$ cat config.mk
export PLATFORM = sky130hd
export DESIGN_NAME = nv_ram_fifo_ctl_4x128
export DESIGN_NICKNAME = d
export VERILOG_FILES = /design/src/rtl/nv_ram_fifo_ctl_4x128.sv
export SDC_FILE = /design/constraint.sdc
export NUM_CORES = 1
export LEC_CHECK = 0
export BUFFER_PORTS_ARGS = -buffer_cell sky130_fd_sc_hd__buf_4
export CORE_AREA = 2 2 227 229
export CTS_CLUSTER_DIAMETER = 150
export CTS_CLUSTER_SIZE = 8
export DETAILED_ROUTE_END_ITERATION = 8
export DIE_AREA = 0 0 229 231
export SYNTH_ARGS = -nofsm -noshare
export SYNTH_HDL_FRONTEND = slang
export SYNTH_SLANG_ARGS = --single-unit
$ cat constraint.sdc
create_clock -name nvdla_core_clk -period 11.4 [get_ports nvdla_core_clk]
set_input_delay 2.28 -clock nvdla_core_clk [delete_from_list [all_inputs] [get_ports nvdla_core_clk]]
set_output_delay 2.28 -clock nvdla_core_clk [all_outputs]
set_load 0.005 [all_outputs]
$ cat src/rtl/nv_ram_fifo_ctl_4x128.sv
// 4x128 in-order FIFO controller driving an external two-port RAM, with a 3-entry output skid buffer.
// Optional occupancy output fifo_occ is built when NV_RAM_FIFO_CTL_OCC_EN is defined.
module nv_ram_fifo_ctl_4x128 (
  input  logic         nvdla_core_clk,
  input  logic         nvdla_core_rstn,
  input  logic         wr_pvld,
  output logic         wr_prdy,
  input  logic [127:0] wr_pd,
  output logic         rd_pvld,
  input  logic         rd_prdy,
  output logic [127:0] rd_pd,
  output logic [1:0]   ram_wa,
  output logic         ram_we,
  output logic [127:0] ram_di,
  output logic [1:0]   ram_ra,
  output logic         ram_re,
  output logic         ram_ore,
  input  logic [127:0] ram_dout,
  input  logic [31:0]  pwrbus_ram_pd,
  output logic [31:0]  ram_pwrbus_ram_pd
`ifdef NV_RAM_FIFO_CTL_OCC_EN
  ,
  output logic [2:0]   fifo_occ
`endif
);

  localparam int DW   = 128;
  localparam int SKID = 3;

  logic [1:0]    wr_ptr, rd_ptr;
  logic [2:0]    ram_cnt;
  logic [2:1]    vld_pipe;
  logic          s1_vld, s2_vld;
  logic [1:0]    skid_cnt, skid_hd, skid_tl;
  logic [DW-1:0] skid_mem [SKID];
  logic [2:0]    inflight;
  logic          skid_nz, push_store, pop_store;

  function automatic logic [1:0] inc3(input logic [1:0] p);
    return (p == 2'd2) ? 2'd0 : p + 2'd1;
  endfunction

  assign ram_pwrbus_ram_pd = pwrbus_ram_pd;

  assign s1_vld = vld_pipe[1];
  assign s2_vld = vld_pipe[2];

  // Credit: everything already issued plus buffered must fit in the skid.
  assign inflight = {2'b0, s1_vld} + {2'b0, s2_vld} + {1'b0, skid_cnt};

  assign wr_prdy = (ram_cnt < 3'd4);
  assign ram_we  = wr_pvld & wr_prdy;
  assign ram_wa  = wr_ptr;
  assign ram_di  = wr_pd;

  assign ram_re  = (ram_cnt != 3'd0) && (inflight < 3'd3);
  assign ram_ra  = rd_ptr;
  assign ram_ore = s1_vld;

  // Arriving RAM data bypasses the skid when it is empty so it is visible the same cycle.
  assign skid_nz    = (skid_cnt != 2'd0);
  assign rd_pvld    = skid_nz | s2_vld;
  assign rd_pd      = skid_nz ? skid_mem[skid_hd] : ram_dout;
  assign pop_store  = skid_nz & rd_prdy;
  assign push_store = s2_vld & ~(~skid_nz & rd_prdy);

  always_ff @(posedge nvdla_core_clk or negedge nvdla_core_rstn) begin
    if (!nvdla_core_rstn) begin
      wr_ptr  <= 2'd0;
      rd_ptr  <= 2'd0;
      ram_cnt <= 3'd0;
    end else begin
      if (ram_we) wr_ptr <= wr_ptr + 2'd1;
      if (ram_re) rd_ptr <= rd_ptr + 2'd1;
      case ({ram_we, ram_re})
        2'b10:   ram_cnt <= ram_cnt + 3'd1;
        2'b01:   ram_cnt <= ram_cnt - 3'd1;
        default: ram_cnt <= ram_cnt;
      endcase
    end
  end

  always_ff @(posedge nvdla_core_clk or negedge nvdla_core_rstn) begin
    if (!nvdla_core_rstn) vld_pipe <= 2'b00;
    else                  vld_pipe <= {vld_pipe[1], ram_re};
  end

  always_ff @(posedge nvdla_core_clk or negedge nvdla_core_rstn) begin
    if (!nvdla_core_rstn) begin
      skid_cnt <= 2'd0;
      skid_hd  <= 2'd0;
      skid_tl  <= 2'd0;
    end else begin
      if (push_store) skid_tl <= inc3(skid_tl);
      if (pop_store)  skid_hd <= inc3(skid_hd);
      case ({push_store, pop_store})
        2'b10:   skid_cnt <= skid_cnt + 2'd1;
        2'b01:   skid_cnt <= skid_cnt - 2'd1;
        default: skid_cnt <= skid_cnt;
      endcase
    end
  end

  always_ff @(posedge nvdla_core_clk) begin
    if (push_store) skid_mem[skid_tl] <= ram_dout;
  end

`ifdef NV_RAM_FIFO_CTL_OCC_EN
  // Bounded by 4 in RAM plus 3 in the read path, so 3 bits never wrap.
  always_ff @(posedge nvdla_core_clk or negedge nvdla_core_rstn) begin
    if (!nvdla_core_rstn) fifo_occ <= 3'd0;
    else                  fifo_occ <= ram_cnt + inflight;
  end
`endif

endmodule
# Word-level counts from Yosys, hierarchy flattened
# Memory sizes are Yosys's and may differ from the RTL's.
# Cells that the tools add are included.
dict set report word_totals {
  ff_bits 15
  ramBits 384
  out_inout_bits 297
  n_memories 1
}
# name words width read_ports rd_ports_with_merged_regs write_ports line_no
set mem_list {}
lappend mem_list {skid_mem 3 128 1 0 1 35} ;# logic [DW-1:0] skid_mem [SKID];
dict set report classes {
  n_addsub 10
  n_lt_le_gt_ge 2
  n_eq_ne 6
  n_mux 7
  n_bitwise 7
  reduce_logical 5
}
# cell count
set op_table {}
lappend op_table {{$mux W128} 1}
lappend op_table {{$add A2 B1 Y2 const B} 5}
lappend op_table {{$eq A2 B2 Y1 const B} 4}
lappend op_table {{$pmux W3 S2} 1}
lappend op_table {{$reduce_bool A2 Y1} 3}
lappend op_table {{$and A1 B1 Y1} 4}
lappend op_table {{$eq A2 B1 Y1 const B} 2}
lappend op_table {{$mux W2} 2}
lappend op_table {{$pmux W2 S2} 1}
lappend op_table {{$add A2 B2 Y3} 1}
lappend op_table {{$add A3 B1 Y3 const B} 1}
lappend op_table {{$lt A3 B2 Y1 const B} 1}
lappend op_table {{$lt A3 B3 Y1 const B} 1}
lappend op_table {{$reduce_bool A3 Y1} 1}
lappend op_table {{$sub A3 B1 Y3 const B} 1}
lappend op_table {{$add A1 B1 Y2} 1}
lappend op_table {{$mux W1} 2}
lappend op_table {{$not A1 Y1} 2}
lappend op_table {{$sub A2 B1 Y2 const B} 1}
lappend op_table {{$logic_and A1 B1 Y1} 1}
lappend op_table {{$or A1 B1 Y1} 1}

# Longest topological paths before layout
# Gate-level depths: netlist of the first run.
dict set report logic_depth {
  depth_word 7
  mapped_depth 9
  depth_no_buf 9
}

# Worst setup path after synthesis of the first run
# No wires, ideal clock.
dict set report synth_timing {
  kind {input-to-reg}
  startpoint {in rd_prdy}
  endpoint {mem skid_mem[0][0] (enable)}
  setup_time_ns 0.772
  arrival_time_ns 11.086
  t_required_ns 10.628
  slack_ns -0.458
  cell_stages 3
  n_path_buf 0
  path_cell_list {inv_1 o21ai_2 nor3_1}
}
dict set report synth_between {
  elab_chain_len 5
}
# element line_no
set synth_rtl {}
lappend synth_rtl {{start, declared} 10} ;# input logic rd_prdy,
lappend synth_rtl {{$and A1 B1 Y1} 65} ;# assign push_store = s2_vld & ~(~skid_nz & rd_prdy);
lappend synth_rtl {{$not A1 Y1} 65}
lappend synth_rtl {{$and A1 B1 Y1} 65}
lappend synth_rtl {{$mux W1} 105} ;# if (push_store) skid_mem[skid_tl] <= ram_dout;
lappend synth_rtl {{$mux W1 (implied by the code)} 105}
lappend synth_rtl {{end, declared} 35}
# Every way passes these cells.

# Final worst setup path of the first run
dict set report layout_timing {
  startpoint {reg skid_hd[1]}
  endpoint {out rd_pd[60]}
}
dict set report layout_between {
  elab_chain_len 2
}
# element line_no
set layout_rtl {}
lappend layout_rtl {{start, declared} 34} ;# logic [1:0] skid_cnt, skid_hd, skid_tl;
lappend layout_rtl {{start signal, assigned} 95} ;# if (pop_store) skid_hd <= inc3(skid_hd);
lappend layout_rtl {{$mem_v2 Z3 W128} -}
lappend layout_rtl {{$mux W128} 63} ;# assign rd_pd = skid_nz ? skid_mem[skid_hd] : ram_dout;
lappend layout_rtl {{end, declared} 11} ;# output logic [127:0] rd_pd,
# Every way passes these cells.

==> run summary, run 1 <==
Main synth FF type = edfxtp_1
Die Height = 231 um
leading area contributor after synthesis = edfxtp_1
Worst Path Max Fanout = 71
Clk pwr share = 24.2%
share of the synthesized area in the top cell type = 69.8%
setup bufs post-CTS = 0
Final Non-Filler Cells = 1990
Worst Setup SP = skid_hd[1]
Via density = 5.13
mux contribution to synthesized area = 0.333%
RR Endpoint = skid_mem[1][55]
worst-margin pin slew = 1.12 ns
final worst slack = 5.69 ns
NumNets Final = 1596
Leak Pwr = 0.00686 uW
switch share = 35.3%
status = finished, final reports clean
count of final setup violators = 0
Flop pwr share = 36.7%
Hold WC Path Type = register to register
Critical Path Sink Type = output port
Final Hold Fails = 0
global-route wire length before repair = 83200 um
Synth Area in XOR/XNOR = 0.530%
Synth area leaders = edfxtp_1 70%, a21oi_1 7.7%, buf_4 7.3%, a22oi_1 5.8%, nor2_1 3.0%
Reg-to-Reg Start = skid_cnt[0]
CTS max path bufs = 3
R2R cell count = 3
TritonCTS Buffers = 55
crit path to = rd_pd[60]
Final Slew Violations = 0
Slew HR = 25.2%
Post-DP HPWL = 42900 um
initial antenna violation count = 6
Placed Instance Area = 18000 um2
Worst Clk Skew = 0.0173 ns
crit path launch type = register
Fmax = 175 MHz
PwrDens = 308 nW/um2
Max Cap Violations = 0
internal power = 3890 uW
largest net degree at the start of global routing = 73
area of the die = 52900 um2
Post-route DRC = 0
RSZ-0062 raised after global routing = no
Critical Path RT = 9.12 ns
Crit path arrival time = 3.43 ns
Simple-Gate Fraction of Synth Area = 3.32%
core area = 50700 um2
Cell Rows = 83
CTS Hold Buffers Added = 0
clock latency on the worst-skew pair = 0.60 ns
global-route usage over all layers = 22.4%
Initial Util = 32.6%
main combinational cell family by area after synthesis = compound AO/OA/AOI/OAI gates
Chip Width = 229 um
TritonCTS clock tree = done
final WL = 61100 um
average wire per standard cell = 30.7 um
Crit Path Class = register to output port
combinational power share = 39.2%
Clock Pin Slew Worst Setup and Hold Paths = 0.05 ns
area delta synth->final = 18.0%
syn_area_per_cell = 13.9 um2
post-layout minimum cycle time = 5.71 ns
port bufs = 268
syn_nets = 1487
share of cells above drive strength 1 = 27.0%
post-route ant nets = 0
aggregate global routing overflow = 0
FF+latch count, synth = 399
Compound-Gate Fraction of Synth Area = 13.8%
Final Cell Area = 19500 um2
DR iter-0 viols = 646
post-synthesis sequential area ratio = 72.1%
Resized cells post-CTS = 0
placed insts = 1922
maximum vdd drop = 0.000195 V
DP Worst Slack = 6.19 ns
post-route total power = 6010 uW
Top Ports = 589
Syn. warnings = 0
Syn Inst Count = 1190
# H-tree levels = 2
Post-synth ARST share = 3.76%
Multi-input gate area = 3090 um2
Fill cells = 4874
register area = 11900 um2
drt pass-1 iters = 5
synth unique cells = 28
Final TNS setup = 0 ns
synthesized area = 16500 um2
sw power = 2120 uW
vias in the first global route = 10200
CTS sink count = 399
adder-cell share of the synthesized area = 0.470%
number of synthesized flops with an enable pin = 384
period utilization = 50.1%
CTS root buffer = clkbuf_16
FF-to-FF setup slack = 7.75 ns
vias = 10200
RD Place Congestion = 0.863
worst max-delay path, cell delays in order, from the launching register on:
cell and delay, ns:
dfrtp_4 0.78, nor2b_4 0.48, buf_4 0.77, a22oi_1 0.17, a21oi_1 0.36, buf_4 0.18
synth_stat cells (all sizes together) (4+ instances only):
library cell / n
xnor2: 6
edfxtp: 384
mux2: 4
buf: 203
nor2: 132
nand2: 5
clkbuf: 28
xor2: 4
a22oi: 127
dfrtp: 15
a21oi: 254
inv: 9
sequential cells by signal, indices dropped and copies added, names as in the netlist:
name / flops
skid_tl: 2
skid_cnt: 2
ram_cnt: 3
vld_pipe: 2
skid_mem: 384
skid_hd: 2
ram_ra: 2
ram_wa: 2
logic make-up (layout without fill, tap and decap cells):
| family | count (synthesis) | in the layout |
|---|---|---|
| xor gates and xnor gates | 10 | 10 |
| adders and majority gates | 5 | 5 |
| and+or+nand+nor | 143 | 143 |
| AOI/OAI and AO/OA | 388 | 388 |
| buffers and inverters | 240 | 359 |
| other | 0 | 1 |
| muxes | 5 | 5 |
| DFF | 399 | 399 |
layer usage:
layer | share of wire [%] | vias up | track usage, %
met2 | 49 | 612 | 36.5
met5 | 0.043 | - | 0
met1 | 30 | 4986 | 21.3
met4 | 3.3 | 4 | 7.41
met3 | 18 | 103 | 17.8
li1 | - | 4498 | -
cell type report:
| class | count | share of cell area [%] |
|---|---|---|
| Clock buffer | 64 | 7.23 |
| Timing Repair Buffer | 283 | 10.9 |
| Tap cell | 680 | 4.36 |
| Antenna cell | 1 | 0.0128 |
| Inverter | 9 | 0.173 |
| Clock inverter | 3 | 0.359 |
| Sequential cell | 399 | 61.1 |
| Multi-Input combinational cell | 551 | 15.9 |
through the flow:
| stage | utilization (%) | hold slack [ns] |
|---|---|---|
| 6_report | 38.5 | 0.445 |
| 5_1_grt | 38.5 | 0.472 |
| 4_1_cts | 38.5 | 0.455 |
| 3_5_place_dp | 35.5 | 0.441 |
| 3_3_place_gp | 35.5 | 0.446 |
| 2_1_floorplan | - | 0.431 |
power groups by stage:
| stage | Sequential (uW) | Clock [uW] | Combinational, uW |
|---|---|---|---|
| finish | 2200 | 1450 | 2350 |
| global route | 2240 | 1540 | 2570 |
| CTS | 2200 | 1480 | 2400 |
| detailed placement | 2230 | 0 | 2390 |
| global placement | 2220 | 0 | 2380 |
| floorplan | 2260 | 0 | 1250 |
how the worst min path moves through the flow:
stage,startpoint,to,slack (ns),cells past startpoint
2_1_floorplan,vld_pipe[1],vld_pipe[2],0.43,0
3_3_place_gp,vld_pipe[1],vld_pipe[2],0.45,0
3_5_place_dp,vld_pipe[1],vld_pipe[2],0.44,0
4_1_cts,vld_pipe[1],vld_pipe[2],0.45,0
5_1_grt,vld_pipe[1],vld_pipe[2],0.47,0
6_report,vld_pipe[1],vld_pipe[2],0.45,0
cells in the final DEF, fill, tap and decap left out, types with 2 or more instances in the layout:
| cell | count |
|---|---|
| a21oi_1 | 254 |
| a22oi_1 | 127 |
| buf_4 | 283 |
| clkbuf_1 | 9 |
| clkbuf_16 | 55 |
| dfrtp_1 | 14 |
| edfxtp_1 | 384 |
| fa_1 | 2 |
| ha_1 | 3 |
| inv_1 | 9 |
| inv_16 | 2 |
| mux2_2 | 4 |
| nand2_1 | 5 |
| nor2_1 | 130 |
| nor2_4 | 2 |
| nor3_2 | 2 |
| o21ai_0 | 2 |
| xnor2_1 | 6 |
| xor2_1 | 4 |
Power figures use the tool's default switching activity.
==> run 2: changes to the inputs <==
- ABC_AREA: default -> 1
- CORE_AREA: 2 2 227 229 -> 2 2 228 230
- DIE_AREA: 0 0 229 231 -> 0 0 230 232
- clock period: 11.4 -> 5.42 ns (I/O delays scaled with it)
==> run 2 against run 1 <==
  * Die area rose by 0.87%
  * Largest cell class unchanged
  * Highest routed layer is now met4
  * Critical path depth rose by 2
  * Area after synthesis rose by 8.8%
  * Final cell count is 27% higher
==> run summary, run 2 <==
TritonCTS clock tree = done
final antenna diode count = 0 (-1)
RSZ-0062 raised after global routing = no
global-route wire length before repair = 90500 um (+8.8%)
met1 wire length = 20900 um (+16%)
Clock Pin Slew Worst Setup and Hold Paths = 0.05 ns (about the same)
syn_area_per_cell = 10.3 um2 (-26%)
Chip Width = 230 um (+0.44%)
vias = 12400 (+21%)
Via density = 4.89 (-4.6%)
period utilization = 75.2%
setup bufs post-CTS = 0 (unchanged)
combinational power share = 42.3% (+3.1 points)
Final TNS setup = 0 ns (unchanged)
sw power = 5010 uW (+140%)
Top Layer Used = met4
largest net degree at the start of global routing = 152 (+110%)
leading area contributor after synthesis = edfxtp_1
placed insts = 2464 (+28%)
CTS root buffer = clkbuf_16
number of synthesized flops with an enable pin = 384 (unchanged)
RD Place Congestion = 0.851 (-1.4%)
CTS Hold Buffers Added = 0 (unchanged)
syn_nets = 2041 (+37%)
Clk pwr share = 23.1% (-1.1 points)
Syn Inst Count = 1744 (+47%)
Top Ports = 589 (unchanged)
aggregate global routing overflow = 0 (unchanged)
Initial Util = 35.3% (+2.7 points)
Post-DP HPWL = 46600 um (+8.6%)
Worst Clk Skew = 0.0242 ns (+0.00695 ns)
port bufs = 268 (unchanged)
register area = 11900 um2 (about the same)
post-route ant nets = 0 (unchanged)
Resized cells post-CTS = 0 (unchanged)
met3 WL = 10700 um (-3.5%)
Largest regs = skid_mem (384), ram_cnt (3)
Critical Path Sink Type = output port
average wire per standard cell = 26.1 um (-15%)
crit path launch type = register
synthesized area = 18000 um2 (+8.8%)
core area = 50900 um2 (+0.41%)
status = finished, final reports clean
max reg flops = 384 (unchanged)
met2 wire len = 32600 um (+9.1%)
Flop pwr share = 34.6% (-2.1 points)
Synth area leaders = edfxtp_1 64%, nand2_1 11%, nor2_1 8.1%, buf_4 7.2%, nand3_1 3.7%
Largest Register = skid_mem
Worst Path Max Fanout = 59 (-17%)
post-synthesis sequential area ratio = 66.3% (-5.8 points)
Critical Path RT = 4.34 ns (-4.78 ns)
Fmax = 245 MHz
share of cells above drive strength 1 = 19.0% (-8.0 points)
CTS sink count = 399 (unchanged)
TritonCTS Buffers = 55 (unchanged)
Main synth FF type = edfxtp_1
Final Non-Filler Cells = 2534 (+27%)
worst-margin pin slew = 1.09 ns (-0.0300 ns)
FF+latch count, synth = 399 (unchanged)
synth unique cells = 21 (-25%)
Syn. warnings = 0 (unchanged)
Post-Route Utilization = 41.0% (+2.5 points)
PwrDens = 636 nW/um2 (+110%)
CTS max path bufs = 3 (unchanged)
internal power = 8260 uW (+110%)
NumNets Final = 2138 (+34%)
post-layout minimum cycle time = 4.08 ns
Leak Pwr = 0.00871 uW (+27%)
Final Slew Violations = 0 (unchanged)
area of the die = 53400 um2 (+0.87%)
final WL = 66200 um (+8.3%)
share of the synthesized area in the top cell type = 64.2% (-5.6 points)
DR iter-0 viols = 744 (+15%)
switch share = 37.8% (+2.5 points)
Die Height = 232 um (+0.43%)
global-route usage over all layers = 24.0% (+1.6 points)
Fill cells = 4902 (+0.57%)
Hold WC Path Type = primary input to asynchronous set/reset pin
drt pass-1 iters = 5 (unchanged)
Crit Path Class = register to output port
area delta synth->final = 16.2%
initial antenna violation count = 1 (-5)
# H-tree levels = 2 (unchanged)
clock latency on the worst-skew pair = 0.59 ns (about the same)
worst hold slack = 0.345 ns (-0.101 ns)
Cell Rows = 83 (unchanged)
Multi-input gate area = 4340 um2 (+40%)
Post-route DRC = 0 (unchanged)
most common cell in the netlist = nand2_1
Max Cap Violations = 0 (unchanged)
Final Hold Fails = 0 (unchanged)
count of final setup violators = 0 (unchanged)
Post-synth ARST share = 3.76% (unchanged)
most common cell after layout, fill and taps aside = nand2_1
Crit path arrival time = 2.99 ns (-0.44 ns)
Slew HR = 27.2% (+2.0 points)
most frequent cells in the layout = 541 x nand2_1, 386 x nor2_1, 384 x edfxtp_1, 281 x buf_4, 133 x nand3_1
vias in the first global route = 11500 (+13%)
synth cell count leaders = 541 x nand2_1, 386 x nor2_1, 384 x edfxtp_1
maximum vdd drop = 0.000492 V (+150%)
run 2: changes by cell type in the layout (fill, tap and decap cells not counted), sizes merged, moves of 4 or more:
cell	previous run	this run
a21oi	254	1
inv	11	21
nor2	132	387
nand3	0	133
nand4	0	4
mux2	4	0
a22oi	127	0
nand2	5	541
clkbuf	64	68
run 2: final timing paths:
| kind | from | endpoint | slack [ns] | depth (start not counted) |
|---|---|---|---|---|
| max | skid_hd[1] | rd_pd[95] | 1.34 | 7 |
| min | nvdla_core_rstn | ram_wa[0] | 0.34 | 1 |
| max reg2reg | vld_pipe[1] | ram_cnt[2] | 2.65 | 12 |
| min reg2reg | ram_cnt[0] | ram_cnt[0] | 0.48 | 1 |
| max in group asynchronous | nvdla_core_rstn | skid_hd[0] | 4.86 | 1 |
| min in group nvdla_core_clk | ram_cnt[0] | ram_cnt[0] | 0.48 | 1 |
run 2: power groups by stage:
stage               Clock [uW]  Combinational (uW)  Sequential (uW)
floorplan                    0                3200             4620
global placement             0                5690             4620
detailed placement           0                5730             4640
CTS                       3130                5750             4580
global route              3250                6260             4650
finish                    3060                5620             4580
run 2: layer usage:
| layer | GRT usage, % | up-vias |
|---|---|---|
| li1 | - | 5729 |
| met1 | 22.9 | 5907 |
| met2 | 40.9 | 665 |
| met3 | 17.5 | 90 |
| met4 | 6.43 | 0 |
| met5 | 0 | - |
run 2: final cells by class:
cell class                      count  area share [%]
Clock buffer                       68            6.93
Timing Repair Buffer              285            10.5
Sequential cell                   399            57.1
Multi-Input combinational cell   1080            20.8
Inverter                           20           0.456
Tap cell                          680            4.08
Clock inverter                      2           0.120
run 2: worst max-delay path, cell delays in order, from the launching register on:
cell,delay (ns)
dfrtp_4,0.71
inv_4,0.65
buf_4,0.36
nand3_1,0.09
nand2_1,0.10
nor2_1,0.06
nor2_1,0.14
buf_4,0.14
run 2: kinds of logic (layout without fill, tap and decap cells):
logic type | Yosys count | count (layout) | synth area share [%]
AO/OA/AOI/OAI | 3 | 3 | 0.0836
flip-flops | 399 | 399 | 66.3
AND/OR/NAND/NOR | 1068 | 1068 | 23.4
buffers and inverters | 265 | 375 | 9.64
XOR/XNOR | 4 | 4 | 0.195
adder cells (fa/ha/maj) | 5 | 5 | 0.432
run 2: through the flow:
stage               worst slack [ns]  total power (uW)  instance area [um2]
floorplan                      0.647              7830                18000
global route                    1.19             14200                20900
CTS                             1.28             13500                20900
finish                          1.34             13300                20900
global placement                1.95             10300                19400
detailed placement              1.94             10400                19400
